[config.mk]
export PLATFORM = sky130hd
export DESIGN_NAME = dma_chan_arbiter_flat
export DESIGN_NICKNAME = d
export VERILOG_FILES = /design/src/rtl/dma_chan_arbiter_if.sv /design/src/rtl/dma_chan_arbiter.sv /design/src/flat_wrapper.sv
export SDC_FILE = /design/constraint.sdc
export NUM_CORES = 1
export LEC_CHECK = 0
export ABC_AREA = 1
export BUFFER_PORTS_ARGS = -buffer_cell sky130_fd_sc_hd__buf_2
export CORE_MARGIN = 2
export CORE_UTILIZATION = 56
export DETAILED_ROUTE_END_ITERATION = 12
export PLACE_DENSITY = 0.84
export SLEW_MARGIN = 40
export SYNTH_ARGS = -nofsm -noshare
export SYNTH_HDL_FRONTEND = slang
export SYNTH_SLANG_ARGS = --single-unit
[constraint.sdc]
create_clock -name CLK -period 2.24 [get_ports CLK]
set_input_delay 0.336 -clock CLK [delete_from_list [all_inputs] [get_ports CLK]]
set_output_delay 0.336 -clock CLK [all_outputs]
set_load 0.01 [all_outputs]
[src/rtl/dma_chan_arbiter_if.sv]
// Signal bundle between the DMA channel arbiter and its surroundings: peripheral
// DREQ/DACK lines, the CPU HRQ/HLDA hold handshake and the timing-control block.
interface dma_chan_arbiter_if #(
  parameter int NUM_CH = 4,
  parameter int CH_W   = $clog2(NUM_CH)
);
  logic [NUM_CH-1:0] DREQ;
  logic [NUM_CH-1:0] DACK;
  logic              HRQ;
  logic              HLDA;
  logic [NUM_CH-1:0] mask;
  logic [NUM_CH-1:0] sw_req;
  logic              rot_pri_en;
  logic              demand_mode;
  logic              xfer_done;
  logic              eop;
  logic              grant_valid;
  logic [CH_W-1:0]   grant_ch;
  logic [NUM_CH-1:0] tc_status;
  logic [NUM_CH-1:0] tc_clr;

  // Arbiter side.
  modport master (
    input  DREQ, HLDA, mask, sw_req, rot_pri_en, demand_mode, xfer_done, eop, tc_clr,
    output DACK, HRQ, grant_valid, grant_ch, tc_status
  );

  // Peripheral / CPU / timing-control side.
  modport slave (
    output DREQ, HLDA, mask, sw_req, rot_pri_en, demand_mode, xfer_done, eop, tc_clr,
    input  DACK, HRQ, grant_valid, grant_ch, tc_status
  );
endinterface

[src/rtl/dma_chan_arbiter.sv]
// Channel priority and bus-hold arbiter: picks one DMA channel, negotiates the bus
// with the CPU through HRQ/HLDA and drives DACK until the transfer ends.
module dma_chan_arbiter #(
  parameter int NUM_CH        = 4,
  parameter int CH_W          = $clog2(NUM_CH),
  parameter bit DREQ_ACT_HIGH = 1'b1,
  parameter bit DACK_ACT_HIGH = 1'b0
) (
  input  logic               CLK,
  input  logic               RESET_N,
  dma_chan_arbiter_if.master bus
);

  typedef enum logic [1:0] {
    S_IDLE,
    S_HOLD_REQ,
    S_ACTIVE,
    S_RELEASE
  } state_t;

  localparam logic [NUM_CH-1:0] DACK_IDLE = {NUM_CH{~DACK_ACT_HIGH}};

  state_t            r_state;
  state_t            w_state_next;
  logic [NUM_CH-1:0] r_dreq_s1;
  logic [NUM_CH-1:0] r_dreq_s2;
  logic [NUM_CH-1:0] r_swr;
  logic [NUM_CH-1:0] r_tc;
  logic [NUM_CH-1:0] r_dack;
  logic [CH_W-1:0]   r_ptr;
  logic [CH_W-1:0]   r_grant_ch;
  logic              r_rot_mode;
  logic              r_hrq;
  logic              r_grant_valid;

  logic [NUM_CH-1:0] w_hw_req;
  logic [NUM_CH-1:0] w_req;
  logic              w_any_req;
  logic [CH_W-1:0]   w_base;
  logic [CH_W:0]     w_scan_idx;
  logic [CH_W-1:0]   w_winner;
  logic [CH_W-1:0]   w_grant_next;
  logic [CH_W-1:0]   w_ptr_inc;
  logic              w_take_grant;
  logic              w_eop_exit;
  logic              w_normal_exit;
  logic [NUM_CH-1:0] w_eop_vec;
  logic [NUM_CH-1:0] w_dack_onehot;

  assign w_hw_req  = DREQ_ACT_HIGH ? r_dreq_s2 : ~r_dreq_s2;
  assign w_req     = (w_hw_req & ~bus.mask) | r_swr;
  assign w_any_req = |w_req;
  assign w_base    = bus.rot_pri_en ? r_ptr : '0;

  // Scan downward so the first requester at or after w_base (mod NUM_CH) wins.
  always_comb begin
    w_winner   = '0;
    w_scan_idx = '0;
    for (int k = NUM_CH - 1; k >= 0; k--) begin
      w_scan_idx = {1'b0, w_base} + (CH_W + 1)'(k);
      if (w_scan_idx >= (CH_W + 1)'(NUM_CH)) begin
        w_scan_idx = w_scan_idx - (CH_W + 1)'(NUM_CH);
      end
      if (w_req[w_scan_idx[CH_W-1:0]]) begin
        w_winner = w_scan_idx[CH_W-1:0];
      end
    end
  end

  always_ff @(posedge CLK or negedge RESET_N) begin
    if (!RESET_N) begin
      r_state <= S_IDLE;
    end else begin
      r_state <= w_state_next;
    end
  end

  always_comb begin
    w_state_next  = r_state;
    w_grant_next  = r_grant_ch;
    w_take_grant  = 1'b0;
    w_eop_exit    = 1'b0;
    w_normal_exit = 1'b0;
    case (r_state)
      S_IDLE: begin
        if (w_any_req) w_state_next = S_HOLD_REQ;
      end
      S_HOLD_REQ: begin
        if (bus.HLDA) begin
          if (w_any_req) begin
            w_state_next = S_ACTIVE;
            w_grant_next = w_winner;
            w_take_grant = 1'b1;
          end else begin
            w_state_next = S_RELEASE;
          end
        end
      end
      S_ACTIVE: begin
        // Losing HLDA is a CPU abort: no terminal count, no pointer movement.
        if (!bus.HLDA) begin
          w_state_next = S_IDLE;
        end else if (bus.eop) begin
          w_state_next  = S_RELEASE;
          w_eop_exit    = 1'b1;
          w_normal_exit = 1'b1;
        end else if (bus.xfer_done) begin
          if (!(bus.demand_mode && w_req[r_grant_ch])) begin
            w_state_next  = S_RELEASE;
            w_normal_exit = 1'b1;
          end
        end
      end
      S_RELEASE: begin
        if (!bus.HLDA) w_state_next = S_IDLE;
      end
      default: w_state_next = S_IDLE;
    endcase
  end

  assign w_eop_vec     = w_eop_exit ? (NUM_CH'(1) << r_grant_ch) : '0;
  assign w_ptr_inc     = (r_grant_ch == CH_W'(NUM_CH - 1)) ? '0 : r_grant_ch + CH_W'(1);
  assign w_dack_onehot = (w_state_next == S_ACTIVE) ? (NUM_CH'(1) << w_grant_next) : '0;

  always_ff @(posedge CLK or negedge RESET_N) begin
    if (!RESET_N) begin
      r_dreq_s1     <= '0;
      r_dreq_s2     <= '0;
      r_swr         <= '0;
      r_tc          <= '0;
      r_dack        <= DACK_IDLE;
      r_ptr         <= '0;
      r_grant_ch    <= '0;
      r_rot_mode    <= 1'b0;
      r_hrq         <= 1'b0;
      r_grant_valid <= 1'b0;
    end else begin
      r_dreq_s1     <= bus.DREQ;
      r_dreq_s2     <= r_dreq_s1;
      r_swr         <= (r_swr & ~w_eop_vec) | bus.sw_req;
      r_tc          <= (r_tc & ~bus.tc_clr) | w_eop_vec;
      r_dack        <= DACK_ACT_HIGH ? w_dack_onehot : ~w_dack_onehot;
      r_grant_ch    <= w_grant_next;
      r_hrq         <= (w_state_next == S_HOLD_REQ) || (w_state_next == S_ACTIVE);
      r_grant_valid <= (w_state_next == S_ACTIVE);
      if (w_take_grant) r_rot_mode <= bus.rot_pri_en;
      if (!bus.rot_pri_en) begin
        r_ptr <= '0;
      end else if (w_normal_exit && r_rot_mode) begin
        r_ptr <= w_ptr_inc;
      end
    end
  end

  assign bus.DACK        = r_dack;
  assign bus.HRQ         = r_hrq;
  assign bus.grant_valid = r_grant_valid;
  assign bus.grant_ch    = r_grant_ch;
  assign bus.tc_status   = r_tc;

endmodule

[src/flat_wrapper.sv]
// flat-port wrapper written by rule: the top's interface ports become plain ports
module dma_chan_arbiter_flat 
#(
  parameter int NUM_CH        = 4,
  parameter int CH_W          = $clog2(NUM_CH),
  parameter bit DREQ_ACT_HIGH = 1'b1,
  parameter bit DACK_ACT_HIGH = 1'b0
)
  (CLK, RESET_N, bus_DREQ, bus_HLDA, bus_mask, bus_sw_req, bus_rot_pri_en, bus_demand_mode, bus_xfer_done, bus_eop, bus_tc_clr, bus_DACK, bus_HRQ, bus_grant_valid, bus_grant_ch, bus_tc_status);
  dma_chan_arbiter_if #(.NUM_CH(NUM_CH), .CH_W(CH_W)) bus_i ();
  input  logic CLK;
  input  logic RESET_N;
  input wire logic [$bits(bus_i.DREQ)-1:0] bus_DREQ;
  input wire logic [$bits(bus_i.HLDA)-1:0] bus_HLDA;
  input wire logic [$bits(bus_i.mask)-1:0] bus_mask;
  input wire logic [$bits(bus_i.sw_req)-1:0] bus_sw_req;
  input wire logic [$bits(bus_i.rot_pri_en)-1:0] bus_rot_pri_en;
  input wire logic [$bits(bus_i.demand_mode)-1:0] bus_demand_mode;
  input wire logic [$bits(bus_i.xfer_done)-1:0] bus_xfer_done;
  input wire logic [$bits(bus_i.eop)-1:0] bus_eop;
  input wire logic [$bits(bus_i.tc_clr)-1:0] bus_tc_clr;
  output wire logic [$bits(bus_i.DACK)-1:0] bus_DACK;
  output wire logic [$bits(bus_i.HRQ)-1:0] bus_HRQ;
  output wire logic [$bits(bus_i.grant_valid)-1:0] bus_grant_valid;
  output wire logic [$bits(bus_i.grant_ch)-1:0] bus_grant_ch;
  output wire logic [$bits(bus_i.tc_status)-1:0] bus_tc_status;
  assign bus_i.DREQ = bus_DREQ;
  assign bus_i.HLDA = bus_HLDA;
  assign bus_i.mask = bus_mask;
  assign bus_i.sw_req = bus_sw_req;
  assign bus_i.rot_pri_en = bus_rot_pri_en;
  assign bus_i.demand_mode = bus_demand_mode;
  assign bus_i.xfer_done = bus_xfer_done;
  assign bus_i.eop = bus_eop;
  assign bus_i.tc_clr = bus_tc_clr;
  assign bus_DACK = bus_i.DACK;
  assign bus_HRQ = bus_i.HRQ;
  assign bus_grant_valid = bus_i.grant_valid;
  assign bus_grant_ch = bus_i.grant_ch;
  assign bus_tc_status = bus_i.tc_status;
  dma_chan_arbiter #(.NUM_CH(NUM_CH), .CH_W(CH_W), .DREQ_ACT_HIGH(DREQ_ACT_HIGH), .DACK_ACT_HIGH(DACK_ACT_HIGH)) u_core (.CLK(CLK), .RESET_N(RESET_N), .bus(bus_i));
endmodule
# --- Yosys cells after proc, flatten, opt, wreduce, memory -nomap -nowiden ---
# Index checks and enable logic that the tools add are counted.
classes:
  n_bitwise: 10
  reduce_logical: 5
  muxes: 47
  eq_ne: 7
  shifts: 2
  add_sub_neg: 8
  order_cmp: 9
ops:
  columns: ["cell", "n"]
  rows:
  - ["$mux 2", 22]
  - ["$mux 1", 17]
  - ["$not 4->4", 4]
  - ["$lt 2x3->1 const B", 5]
  - ["$and 4x4->4", 3]
  - ["$or 4x4->4", 3]
  - ["$bmux 1 s2", 5]
  - ["$ge 3x3->1 const B", 3]
  - ["$eq 2x2->1 const B", 4]
  - ["$mux 4", 2]
  - ["$pmux 2 s4", 1]
  - ["$shl 1x2->4 const A", 2]
  - ["$sub 2x1->2 const B", 4]
  - ["$add 2x2->3 const B", 2]
  - ["$eq 2x1->1 const B", 2]
  - ["$reduce_or 4->1", 1]
  - ["$add 2x1->3 const B", 1]
  - ["$ge 2x3->1 const B", 1]
  - ["$add 2x1->2 const B", 1]
  - ["$logic_and 1x1->1", 2]
  - ["$logic_not 2->1", 1]
  - ["$ne 2x1->1 const B", 1]
  - ["$logic_or 1x1->1", 1]
totals:
  reg_bits: 29
  out_inout_bits: 12
  wordCells: 99

# --- Longest topological paths before layout ---
# Gate-level depths: netlist of the first run.
depth:
  ltp_word: 16
  ltp_mapped: 13
  depth_no_buf: 12

# --- Worst setup path before layout of the first run ---
# Ideal clock, no wire load.
synth_timing:
  path_kind: "reg2reg"
  start: "register u_core.r_swr[1]"
  end: "register u_core.r_hrq, in the netlist u_core.bus.HRQ"
  period_less_slack_ps: 1516
  path_stages_with_launch: 11
  arrival_ps: 1403
  slack_ps: 724
  cell_sequence: "dfrtp_1 > inv_1 > nand2_1 > nor2_1 > nand2_1 > nand2_1 > nand2_1 > nand3_1 > o21ai_1 > ha_1 > inv_1"
synth_between:
  elab_chain_len: 11
  elab_cells_between_ends: 16
  classes_between: "2 x eq/ne; 10 x mux; 1 x bitwise; 3 x reduce/logical"
synth_lines:
  columns: ["element", "line_no", "source"]
  rows:
  - ["from (decl)", "dma_chan_arbiter.sv:27", "logic [NUM_CH-1:0] r_swr;"]
  - ["from (signal assigned)", "dma_chan_arbiter.sv:140", "r_swr <= (r_swr & ~w_eop_vec) | bus.sw_req;"]
  - ["$or 4x4->4 *", "dma_chan_arbiter.sv:51", "assign w_req = (w_hw_req & ~bus.mask) | r_swr;"]
  - ["$bmux 1 s2", "dma_chan_arbiter.sv:108", "if (!(bus.demand_mode && w_req[r_grant_ch])) begin"]
  - ["$mux 1 (not written as such)", "dma_chan_arbiter.sv:108", null]
  - ["$logic_and 1x1->1", "dma_chan_arbiter.sv:108", null]
  - ["$mux 2", "dma_chan_arbiter.sv:108", null]
  - ["$mux 2", "dma_chan_arbiter.sv:107", "end else if (bus.xfer_done) begin"]
  - ["$mux 2", "dma_chan_arbiter.sv:103", "end else if (bus.eop) begin"]
  - ["$mux 2", "dma_chan_arbiter.sv:101", "if (!bus.HLDA) begin"]
  - ["$pmux 2 s4 *", "dma_chan_arbiter.sv:84", "case (r_state)"]
  - ["$eq 2x1->1 or $eq 2x2->1 (tied branches)", "dma_chan_arbiter.sv:144", "r_hrq <= (w_state_next == S_HOLD_REQ) || (w_state_next == S_ACTIVE);"]
  - ["$logic_or 1x1->1 *", "dma_chan_arbiter.sv:144", null]
  - ["to (signal assigned)", "dma_chan_arbiter.sv:144", null]
  - ["to (decl)", "dma_chan_arbiter.sv:33", "logic r_hrq;"]
# Mark *: on every way between the ends. The rest lies on a longest branch, timed or not. The select of a mux whose other input is x is not followed.
# A chain may end at the register's enable or synchronous reset.

# --- Final worst setup path of the first run ---
# Ends and elaborated chain as after synthesis.

==> impl_summary.log, run 1 <==
INFO  metric fillCellCount = around 210
INFO  metric pin_count = 35
INFO  metric timing.hold.worst.class = in -> async
INFO  metric gr-total-overflow = 0
INFO  metric floorplan.rows = 18
INFO  metric layout.cell_area.non_filler = ~1800 um2
INFO  metric cap_viol_max_count = 0
INFO  metric timing.critical_path.slowest_stage_cell = sky130_fd_sc_hd__dfrtp_1
INFO  metric setup_viol = 0
INFO  metric antenna_cells_inserted = 0
INFO  metric cts.htree.levels = 2
INFO  metric place.gp.congestion = between 0.8 and 0.9
INFO  metric worst_setup_hold_path_clk_slew = around 0.1 ns
INFO  metric port_buffers = 34
INFO  metric initial_utilization = 0.592
INFO  metric layout-drive-gt1-share = 0.325
INFO  metric cts_root_buffer = sky130_fd_sc_hd__clkbuf_4
INFO  metric clock-skew-final = ~0.012 ns
INFO  metric synth_cell_type_count = 24
INFO  metric grt_pass1_wl = ~5.4 mm
INFO  metric drt_iter0_drc = 44
INFO  metric post-cts-setup-buffers = 0
INFO  metric remaining_drc_errors = 0
INFO  metric seqCellArea = 731 um2
INFO  metric cellLeakagePower = about 0.94 nW
INFO  metric holdBufCountCts = 0
INFO  metric share_of_the_yosys_chip_area_belonging_to_registers = 0.494
INFO  metric hold-worst-slack = ~0.00012 ns
INFO  metric setup.worst_path.start_class = register
INFO  metric die_w = roughly 55 um
INFO  metric clkSinkCount = 29
INFO  metric syn_to_final_growth = 18.5%
INFO  metric wl = 3.05 mm
INFO  metric numCtsBuffers = 5
INFO  metric multiInputGateArea = 606 um2
INFO  metric drt-wirelength-per-cell = approximately 13 um
INFO  metric route.layer.met1.wl = around 1.3 mm
INFO  metric die_h = 55.4 um
INFO  metric r2r_end = u_core.bus.HRQ
INFO  metric firstDrtPassIters = 4
INFO  metric reg2reg_depth = 10
INFO  metric fmax = approximately 580 MHz
INFO  metric power.density_cell_area = between 700 and 800 nW/um2
INFO  metric status = completed
INFO  metric synth_nets = slightly below 200
INFO  metric crit_path_cell_trace = inv_1 > nand2_1 > nor2_1 > nand2_1 > nand2_1 > nand2_1 > nand3_1 > o21ai_1 > ha_1 > inv_1
INFO  metric post-dp-hpwl = 2.37 mm
INFO  metric period_minus_slack = 1.72 ns
INFO  metric r2r_slack = approximately 0.52 ns
INFO  metric fin_crit_sh = 0.767
INFO  metric met2_wirelength = 1.55 mm
INFO  metric final-max-slew-violation-count = 0
INFO  metric cts_repair_resize_count = 0
INFO  metric synthesis.area_per_instance = 8.71 um2
INFO  metric core = roughly 2500 um2
INFO  metric synthesis.instances = 170
INFO  metric power.ir.vdd_worst = about 0.65 mV
INFO  metric finalHoldViolCount = 0
INFO  metric postRouteAntennaNets = 0
INFO  metric rsz0062_at_grt = false
INFO  metric detailed_place.area = 1680 um2
INFO  metric route.met3.wl = 141 um
INFO  metric crit_path_max_incr_delay = roughly 0.36 ns
INFO  metric timing.critical_path.fanout_max = 5
INFO  metric crit_path_arrival_time = 1.96 ns
INFO  metric worst_slew_pin_slew = between 0.6 and 0.7 ns
INFO  metric r2r_start = u_core.r_swr[1]
INFO  metric finalCoreUtilization = 0.702
INFO  metric end_kind = register
INFO  metric timing.max_slew.rel_slack = 0.584
INFO  metric path_class = reg -> reg
INFO  metric finalNetCount = between 200 and 250
INFO  metric crit_required = 2.48 ns
INFO  metric yosysWarningCount = 0
INFO  metric initial_antenna_violation_count = 0
INFO  metric total_power = 1.34 mW
INFO  metric clock_tree.buffer_depth = 2
INFO  metric dieArea = between 3000 and 4000 um2
INFO  metric synth_area = 1480 um2
INFO  metric tritoncts = built
INFO  metric worstSkewPairLatency = roughly 0.34 ns
INFO  metric totalNegativeSetupSlack = 0 ns
INFO  metric grt.total_usage = 0.226
INFO  metric grt_start_max_net_pins = 30
INFO  metric critical_path.most_common_cell = sky130_fd_sc_hd__nand2_1
INFO  metric grt_pass1_vias = 1281
INFO  metric synth.ff_latch_count = 29
INFO  metric route.vias.total = between 1k and 1.5k
INFO  metric drt-vias-per-instance = 5.18
INFO  metric route.top_layer_used = met4
==> kinds of logic (layout without fill, tap and decap cells) <==
family / Yosys count / after routing / share of synthesized area
AOI/OAI and AO/OA: 13 / 13 / 0.0566
adders and majority gates: 5 / 5 / 0.0423
buffers and inverters: 35 / 77 / 0.0972
DFF: 29 / 29 / 0.494
and+or+nand+nor: 88 / 88 / 0.310
==> registers in the layout, summed over array words and instances, names as in the netlist <==
register / flops
u_core.bus.tc_status: 4
u_core.bus.HRQ: 1
u_core.r_state: 2
u_core.r_dreq_s2: 4
u_core.bus.DACK: 4
u_core.r_ptr: 2
u_core.bus.grant_ch: 2
u_core.bus.grant_valid: 1
u_core.r_rot_mode: 1
u_core.r_swr: 4
u_core.r_dreq_s1: 4
==> cell usage after synthesis (all sizes together) <==
| master | number | area (um2) |
|---|---|---|
| nand3 | 30 | 208 |
| buf | 1 | 11.3 |
| nand4 | 3 | 18.8 |
| inv | 33 | 129 |
| nor3b | 1 | 7.51 |
| nor2 | 11 | 41.3 |
| clkinv | 1 | 3.75 |
| dfstp | 4 | 105 |
| o22ai | 4 | 25.0 |
| ha | 5 | 62.6 |
| o21ai | 3 | 18.8 |
| a21oi | 2 | 10.0 |
| dfrtp | 25 | 626 |
| nand2 | 42 | 178 |
| o21bai | 4 | 30.0 |
| and3 | 1 | 6.26 |
==> power by group <==
group | switching, mW | total [mW] | internal (mW)
logic | 0.217 | 0.340 | 0.122
clock network | 0.182 | 0.364 | 0.182
registers | 0.0468 | 0.634 | 0.587
==> critical path, delay by kind of cell (launching register included) <==
family / cells / cell delay, ns
AO/OA/AOI/OAI: 1 / 0.10
flip-flops: 1 / 0.36
buffers and inverters: 2 / 0.21
AND/OR/NAND/NOR: 6 / 0.66
adder cells (fa/ha/maj): 1 / 0.29
==> how the worst max path moves through the flow <==
| stage | from | endpoint | slack, ns | cells after the start |
|---|---|---|---|---|
| floorplan | u_core.r_swr[1] | u_core.bus.HRQ | 0.72 | 10 |
| global placement | bus_mask[3] | u_core.bus.HRQ | 0.56 | 12 |
| detailed placement | bus_mask[3] | u_core.bus.HRQ | 0.52 | 12 |
| CTS | u_core.r_swr[1] | u_core.bus.HRQ | 0.53 | 10 |
| global route | u_core.r_swr[1] | u_core.bus.HRQ | 0.36 | 10 |
| finish | u_core.r_swr[1] | u_core.bus.HRQ | 0.52 | 10 |
==> routing by layer <==
metal | vias to the layer above | GRT usage
met1 | 592 | 0.266
met2 | 28 | 0.389
met3 | 11 | 0.0632
met4 | 0 | 0.0836
li1 | 622 | -
met5 | - | 0
==> metrics by stage <==
stage	std cells	setup WS, ns
after global routing	242	0.362
after CTS	242	0.534
after detailed placement	234	0.518
after global placement	234	0.560
after floorplan	170	0.724
final	242	0.522
==> placed cells by master, fill, tap and decap left out, types with 2 or more instances in the layout <==
master,instances
sky130_fd_sc_hd__dfstp_2,4
sky130_fd_sc_hd__dfrtp_1,25
sky130_fd_sc_hd__buf_2,34
sky130_fd_sc_hd__o21bai_1,4
sky130_fd_sc_hd__clkbuf_8,2
sky130_fd_sc_hd__o22ai_1,4
sky130_fd_sc_hd__nand2_2,5
sky130_fd_sc_hd__a21oi_1,2
sky130_fd_sc_hd__nand2_1,36
sky130_fd_sc_hd__ha_1,5
sky130_fd_sc_hd__nand3_1,20
sky130_fd_sc_hd__inv_1,28
sky130_fd_sc_hd__clkbuf_4,5
sky130_fd_sc_hd__nor2_1,11
sky130_fd_sc_hd__nand3_2,9
sky130_fd_sc_hd__inv_2,4
sky130_fd_sc_hd__nand4_1,3
==> final cells by class <==
cell class	instances	area share
Multi-Input combinational cell	106	0.345
Clock buffer	7	0.0371
Timing Repair Buffer	35	0.101
Clock inverter	1	0.00285
Inverter	34	0.0756
Tap cell	30	0.0214
Sequential cell	29	0.417
Note: power is estimated with default switching activity, not from simulation.
==> inputs of run 2 (changes only) <==
- CORE_UTILIZATION: 56 -> 52
- PLACE_DENSITY: 0.84 -> 0.79
- clock period: 2.24 -> 1.8 ns (I/O delays scaled with it)
==> impl_summary.log, run 2 (synthesized netlist as in run 1, its figures left out) <==
INFO  metric end_kind = register
INFO  metric share_clk_of_total_power = 0.312 (+0.040)
INFO  metric drt_iter0_drc = 62 (+41%)
INFO  metric numCtsBuffers = 5 (unchanged)
INFO  metric post-cts-setup-buffers = 0 (unchanged)
INFO  metric initial_antenna_violation_count = 0 (unchanged)
INFO  metric final_cell_count_no_fill = 247 (+2.1%)
INFO  metric finalCoreUtilization = 0.662 (-0.0395)
INFO  metric cellLeakagePower = 0.962 nW (+2.7%)
INFO  metric route.vias.total = 1264 (+0.88%)
INFO  metric antenna_cells_inserted = 0 (unchanged)
INFO  metric port_buffers = 34 (unchanged)
INFO  metric power.switching_fraction = 0.314 (-0.0199)
INFO  metric clock-skew-final = 0.00795 ns (-0.00397 ns)
INFO  metric preCtsSetupSlack = 0.145 ns (-0.373 ns)
INFO  metric p_seq_frac = 0.434 (-0.040)
INFO  metric fin_crit_sh = 0.931 (+0.163)
INFO  metric final-max-slew-violation-count = 0 (unchanged)
INFO  metric remaining_drc_errors = 0 (unchanged)
INFO  metric firstDrtPassIters = 4 (unchanged)
INFO  metric core = 2730 um2 (+9.4%)
INFO  metric timing.max_slew.rel_slack = 0.581 (-0.00279)
INFO  metric multiInputGateArea = 613 um2 (+1.2%)
INFO  metric period_minus_slack = 1.67 ns (-0.0433 ns)
INFO  metric timing.critical_path.fanout_max = 5 (unchanged)
INFO  metric status = completed
INFO  metric tritoncts = built
INFO  metric cts_root_buffer = sky130_fd_sc_hd__clkbuf_4
INFO  metric grt_pass1_wl = 5.63 mm (+3.4%)
INFO  metric drt-vias-per-instance = 5.12 (-1.2%)
INFO  metric finalNetCount = 243 (+1.7%)
INFO  metric worst_slew_pin_slew = 0.629 ns (+0.00419 ns)
INFO  metric clkSinkCount = 29 (unchanged)
INFO  metric crit_path_max_incr_delay = 0.37 ns (about the same)
INFO  metric place.gp.congestion = 0.948 (+13%)
INFO  metric die_h = 57.4 um (+3.5%)
INFO  metric layout-drive-gt1-share = 0.343 (+0.0171)
INFO  metric timing.critical_path.slowest_stage_cell = sky130_fd_sc_hd__dfrtp_1
INFO  metric combinationalPowerShare = 0.254 (about the same)
INFO  metric grt_pass1_vias = 1280 (-0.078%)
INFO  metric grt_start_max_net_pins = 30 (unchanged)
INFO  metric grt.total_usage = 0.227 (+0.000991)
INFO  metric hold-worst-slack = 0.0529 ns (+0.0528 ns)
INFO  metric worst_setup_hold_path_clk_slew = 0.09 ns (about the same)
INFO  metric setup.worst_path.start_class = register
INFO  metric fmax = 597 MHz (+2.6%)
INFO  metric cts.htree.levels = 2 (unchanged)
INFO  metric dieArea = 3290 um2 (+7.1%)
INFO  metric setup_viol = 0 (unchanged)
INFO  metric setup_slack = 0.125 ns (-0.397 ns)
INFO  metric fillCellCount = 211 (-1.4%)
INFO  metric crit_path_cell_trace = inv_1 > nand2_1 > nor2_1 > nand2_2 > nand2_2 > nand2_1 > nand3_1 > o21ai_1 > ha_1 > inv_1
INFO  metric drt-wirelength-per-cell = 13.0 um (+3.0%)
INFO  metric seqCellArea = 731 um2 (unchanged)
INFO  metric pin_count = 35 (unchanged)
INFO  metric postRouteAntennaNets = 0 (unchanged)
INFO  metric power.density_cell_area = 989 nW/um2 (+30%)
INFO  metric p_sw = 0.562 mW (+26%)
INFO  metric crit_required = 2.03 ns (-0.45 ns)
INFO  metric place_inst = 238 (+1.7%)
INFO  metric die_w = 57.4 um (+3.5%)
INFO  metric timing.hold.worst.class = in -> reg
INFO  metric initial_utilization = 0.541 (-0.0507)
INFO  metric wl = 3.21 mm (+5.1%)
INFO  metric gr-total-overflow = 0 (unchanged)
INFO  metric power.ir.vdd_worst = 0.861 mV (+32%)
INFO  metric total_power = 1.79 mW (+34%)
INFO  metric cap_viol_max_count = 0 (unchanged)
INFO  metric floorplan.rows = 19 (+1)
INFO  metric layout_common_cells = sky130_fd_sc_hd__nand2_1 (34), sky130_fd_sc_hd__buf_2 (34), sky130_fd_sc_hd__inv_1 (28)
INFO  metric crit_path_arrival_time = 1.90 ns (-0.06 ns)
INFO  metric finalHoldViolCount = 0 (unchanged)
INFO  metric syn_to_final_growth = 22.3%
INFO  metric p_int = 1.23 mW (+38%)
INFO  metric clock_tree.buffer_depth = 2 (unchanged)
INFO  metric path_class = reg -> reg
INFO  metric worstSkewPairLatency = 0.32 ns (-0.02 ns)
INFO  metric post-dp-hpwl = 2.38 mm (+0.56%)
[run 2: layer usage]
| metal | share of wire | wire, um | vias up | global-route usage |
|---|---|---|---|---|
| met5 | 0 | 0 | - | 0 |
| met2 | 0.50 | 1590 | 34 | 0.356 |
| li1 | - | - | 630 | - |
| met4 | 0.032 | 102 | 0 | 0.126 |
| met3 | 0.043 | 138 | 11 | 0.0454 |
| met1 | 0.43 | 1380 | 589 | 0.295 |
[run 2: worst paths after layout]
path / endpoint / cells past startpoint / slack, ns / start
hold / removal: u_core.r_dreq_s1[3] / 1 / 0.05 / bus_DREQ[3]
setup / recovery: u_core.bus.HRQ / 10 / 0.13 / u_core.r_swr[0]
min in group asynchronous: u_core.bus.tc_status[1] / 2 / 0.48 / RESET_N
hold reg to reg: u_core.r_dreq_s2[2] / 0 / 0.35 / u_core.r_dreq_s1[2]
max in group asynchronous: u_core.bus.tc_status[2] / 2 / 0.90 / RESET_N
setup reg to reg: u_core.bus.HRQ / 10 / 0.13 / u_core.r_swr[0]
[run 2: metrics by stage]
step / area (um2) / setup TNS [ns]
floorplan: 1480 / 0
global placement: 1710 / 0
detailed placement: 1710 / 0
CTS: 1800 / 0
global route: 1810 / -0.00525
finish: 1810 / 0
[run 2: worst max-delay path: cells and delay by family, from the launching register on]
family                     cells  cell delay [ns]
buffers and inverters          2             0.19
adders and majority gates      1             0.28
DFF                            1             0.37
and+or+nand+nor                6             0.64
AOI/OAI and AO/OA              1             0.09
[run 2: final cells by class]
cell class / count / share of cell area
clock buffer: 7 / 0.0304
sequential: 29 / 0.404
clock inverter: 1 / 0.0166
inverter: 34 / 0.0733
timing repair buffer: 39 / 0.116
tap: 31 / 0.0214
multi-input combinational: 106 / 0.339
[run 2: power groups by stage]
stage	Clock, mW	Combinational, mW	Sequential, mW
finish	0.558	0.454	0.778
floorplan	0	0.254	0.810
detailed placement	0	0.449	0.787
global placement	0	0.438	0.784
CTS	0.569	0.452	0.775
global route	0.604	0.523	0.784
[run 2: what timing repair did]
item	CTS	global route
hold buffers	1	0
setup endpoints to repair	0	1
endpoints found under the hold margin	25	0
gates resized for setup	0	3
==> inputs of run 3 (changes only) <==
- CORE_UTILIZATION: 52 -> 59
- CTS_BUF_LIST: not set -> sky130_fd_sc_hd__clkbuf_8
- PLACE_DENSITY: 0.79 -> 0.88
- clock period: 1.8 -> 2.1 ns (I/O delays scaled with it)
==> impl_summary.log, run 3 (synthesized netlist as in run 1, its figures left out) <==
INFO  metric grt_pass1_wl = 5.43 mm (-3.6%)
INFO  metric numCtsBuffers = 5 (unchanged)
INFO  metric r2r_slack = 0.33 ns (+0.21 ns)
INFO  metric place.gp.congestion = 0.947 (about the same)
INFO  metric clock_tree.buffer_depth = 2 (unchanged)
INFO  metric gr-total-overflow = 0 (unchanged)
INFO  metric critical_path.top_delay_family = simple AND/OR/NAND/NOR gates
INFO  metric clkSinkCount = 29 (unchanged)
INFO  metric seqCellArea = 731 um2 (unchanged)
INFO  metric timing.max_slew.rel_slack = 0.580 (-0.00105)
INFO  metric mostFrequentLayoutCell = sky130_fd_sc_hd__nand2_1
INFO  metric postRouteAntennaNets = 0 (unchanged)
INFO  metric fin_crit_sh = 0.841 (-0.0890)
INFO  metric grt.total_usage = 0.269 (+0.0427)
INFO  metric power.ir.vdd_worst = 0.893 mV (+3.7%)
INFO  metric tritoncts = built
INFO  metric power.density_cell_area = 835 nW/um2 (-16%)
INFO  metric reg2reg_depth = 10 (unchanged)
INFO  metric cts.htree.levels = 2 (unchanged)
INFO  metric crit_path_max_incr_delay = 0.36 ns (about the same)
INFO  metric fmax = 566 MHz (-5.2%)
INFO  metric path_class = reg -> reg
INFO  metric layout_common_cells = sky130_fd_sc_hd__nand2_1 (36), sky130_fd_sc_hd__buf_2 (34), sky130_fd_sc_hd__inv_1 (31)
INFO  metric totalNegativeSetupSlack = 0 ns (unchanged)
INFO  metric drt_iter0_drc = 32 (-48%)
INFO  metric multiInputGateArea = 606 um2 (-1.2%)
INFO  metric crit_path_cell_trace = inv_1 > nand2_1 > nor2_1 > nand2_1 > nand2_1 > nand2_1 > nand3_1 > o21ai_1 > ha_1 > inv_1
INFO  metric dieArea = 2930 um2 (-11%)
INFO  metric die_h = 54.1 um (-5.7%)
INFO  metric port_buffers = 34 (unchanged)
INFO  metric critical_path.most_common_cell = sky130_fd_sc_hd__nand2_1
INFO  metric cts_root_buffer = sky130_fd_sc_hd__clkbuf_8
INFO  metric cap_viol_max_count = 0 (unchanged)
INFO  metric hold-worst-slack = 0.0528 ns (-0.0000463 ns)
INFO  metric cellLeakagePower = 0.947 nW (-1.5%)
INFO  metric pin_count = 35 (unchanged)
INFO  metric layout.cell_area.non_filler = 1760 um2 (-2.6%)
INFO  metric layout-drive-gt1-share = 0.311 (-0.0313)
INFO  metric setup_slack = 0.333 ns (+0.208 ns)
INFO  metric post-cts-setup-buffers = 0 (unchanged)
INFO  metric final-max-slew-violation-count = 0 (unchanged)
INFO  metric rsz0062_at_grt = false
INFO  metric timing.critical_path.fanout_max = 5 (unchanged)
INFO  metric status = completed
INFO  metric timing.critical_path.slowest_stage_cell = sky130_fd_sc_hd__dfrtp_1
INFO  metric remaining_drc_errors = 0 (unchanged)
INFO  metric end_kind = register
INFO  metric period_minus_slack = 1.77 ns (+0.0922 ns)
INFO  metric drt-vias-per-instance = 5.25 (+2.6%)
INFO  metric core = 2430 um2 (-11%)
INFO  metric r2r_start = u_core.r_swr[1]
INFO  metric crit_path_arrival_time = 1.94 ns (+0.04 ns)
INFO  metric preCtsSetupSlack = 0.358 ns (+0.213 ns)
INFO  metric crit_required = 2.27 ns (+0.24 ns)
INFO  metric initial_antenna_violation_count = 0 (unchanged)
INFO  metric grt_pass1_vias = 1258 (-1.7%)
INFO  metric cts_repair_resize_count = 0 (unchanged)
INFO  metric worstSkewPairLatency = 0.28 ns (-0.04 ns)
INFO  metric syn_to_final_growth = 19.2%
INFO  metric floorplan.rows = 18 (-1)
INFO  metric setup.worst_path.start_class = register
INFO  metric critical_path_cell_count = 10 (unchanged)
INFO  metric post-dp-hpwl = 2.42 mm (+1.4%)
INFO  metric die_w = 54.1 um (-5.7%)
INFO  metric setup_viol = 0 (unchanged)
INFO  metric route.vias.total = 1271 (+0.55%)
INFO  metric fillCellCount = 181 (-14%)
INFO  metric clock-skew-final = 0.00819 ns (+0.000245 ns)
INFO  metric firstDrtPassIters = 4 (unchanged)
INFO  metric critical_path.startpoint = u_core.r_swr[1]
INFO  metric r2r_end = u_core.bus.HRQ
INFO  metric timing.hold.worst.class = in -> async
INFO  metric initial_utilization = 0.609 (+0.0671)
INFO  metric detailed_place.area = 1680 um2 (-1.4%)
INFO  metric worst_slew_pin_slew = 0.630 ns (+0.00158 ns)
INFO  metric drt-wirelength-per-cell = 13.9 um (+7.3%)
INFO  metric critical_path_buf_inv_count = 2 (unchanged)
INFO  metric antenna_cells_inserted = 0 (unchanged)
INFO  metric cp-endpoint = u_core.bus.HRQ
INFO  metric finalNetCount = 239 (-1.6%)
INFO  metric worst_setup_hold_path_clk_slew = 0.06 ns (-0.03 ns)
INFO  metric finalHoldViolCount = 0 (unchanged)
INFO  metric holdBufCountCts = 0 (-1)
INFO  metric grt_start_max_net_pins = 30 (unchanged)
INFO  metric wl = 3.37 mm (+5.1%)
-- run 3: changes by cell type in the layout (fill, tap and decap cells not counted) --
| cell | before | now |
|---|---|---|
| sky130_fd_sc_hd__clkbuf_4 | 5 | 0 |
| sky130_fd_sc_hd__bufinv_16 | 1 | 0 |
| sky130_fd_sc_hd__nand2_2 | 7 | 5 |
| sky130_fd_sc_hd__clkbuf_1 | 1 | 0 |
| sky130_fd_sc_hd__nand2_1 | 34 | 36 |
| sky130_fd_sc_hd__nor2_1 | 10 | 11 |
| sky130_fd_sc_hd__nor2_2 | 1 | 0 |
| sky130_fd_sc_hd__inv_1 | 28 | 31 |
| sky130_fd_sc_hd__clkbuf_8 | 1 | 5 |
| sky130_fd_sc_hd__buf_4 | 4 | 1 |
| sky130_fd_sc_hd__dlygate4sd3_1 | 1 | 0 |
-- run 3: final cells by class --
cell class / instances / area share
Clock inverter: 3 / 0.00638
Tap cell: 30 / 0.0213
Inverter: 34 / 0.0752
Multi-Input combinational cell: 106 / 0.343
Sequential cell: 29 / 0.414
Timing Repair Buffer: 35 / 0.101
Clock buffer: 5 / 0.0390
-- run 3: worst min-delay path by stage --
stage / end / slack, ns / cells past startpoint
2_1_floorplan: u_core.bus.HRQ / 0.02 / 0
3_3_place_gp: u_core.r_dreq_s2[1] / 0.33 / 0
3_5_place_dp: u_core.r_dreq_s2[2] / 0.34 / 0
4_1_cts: u_core.r_dreq_s2[0] / 0.07 / 1
5_1_grt: u_core.r_state[1] / 0.11 / 1
6_report: u_core.r_ptr[0] / 0.05 / 1
-- run 3: power by group --
group	internal (mW)	leakage, nW	switching, mW
Clock	0.220	0.0519	0.197
Combinational	0.132	0.557	0.245
Sequential	0.627	0.338	0.0530
Total	0.979	0.947	0.494
-- run 3: stage by stage --
stage	utilization	power, mW	cells
after floorplan	-	0.913	170
after global placement	0.692	1.03	234
after detailed placement	0.692	1.05	234
after CTS	0.725	1.48	242
after global routing	0.725	1.56	242
final	0.725	1.47	242
-- run 3: layer usage --
metal	vias up	global-route usage	routed length (um)
met5	-	0	0
met4	0	0.133	85
met3	14	0.0861	180
met2	52	0.451	1760
met1	586	0.309	1350
li1	619	-	-
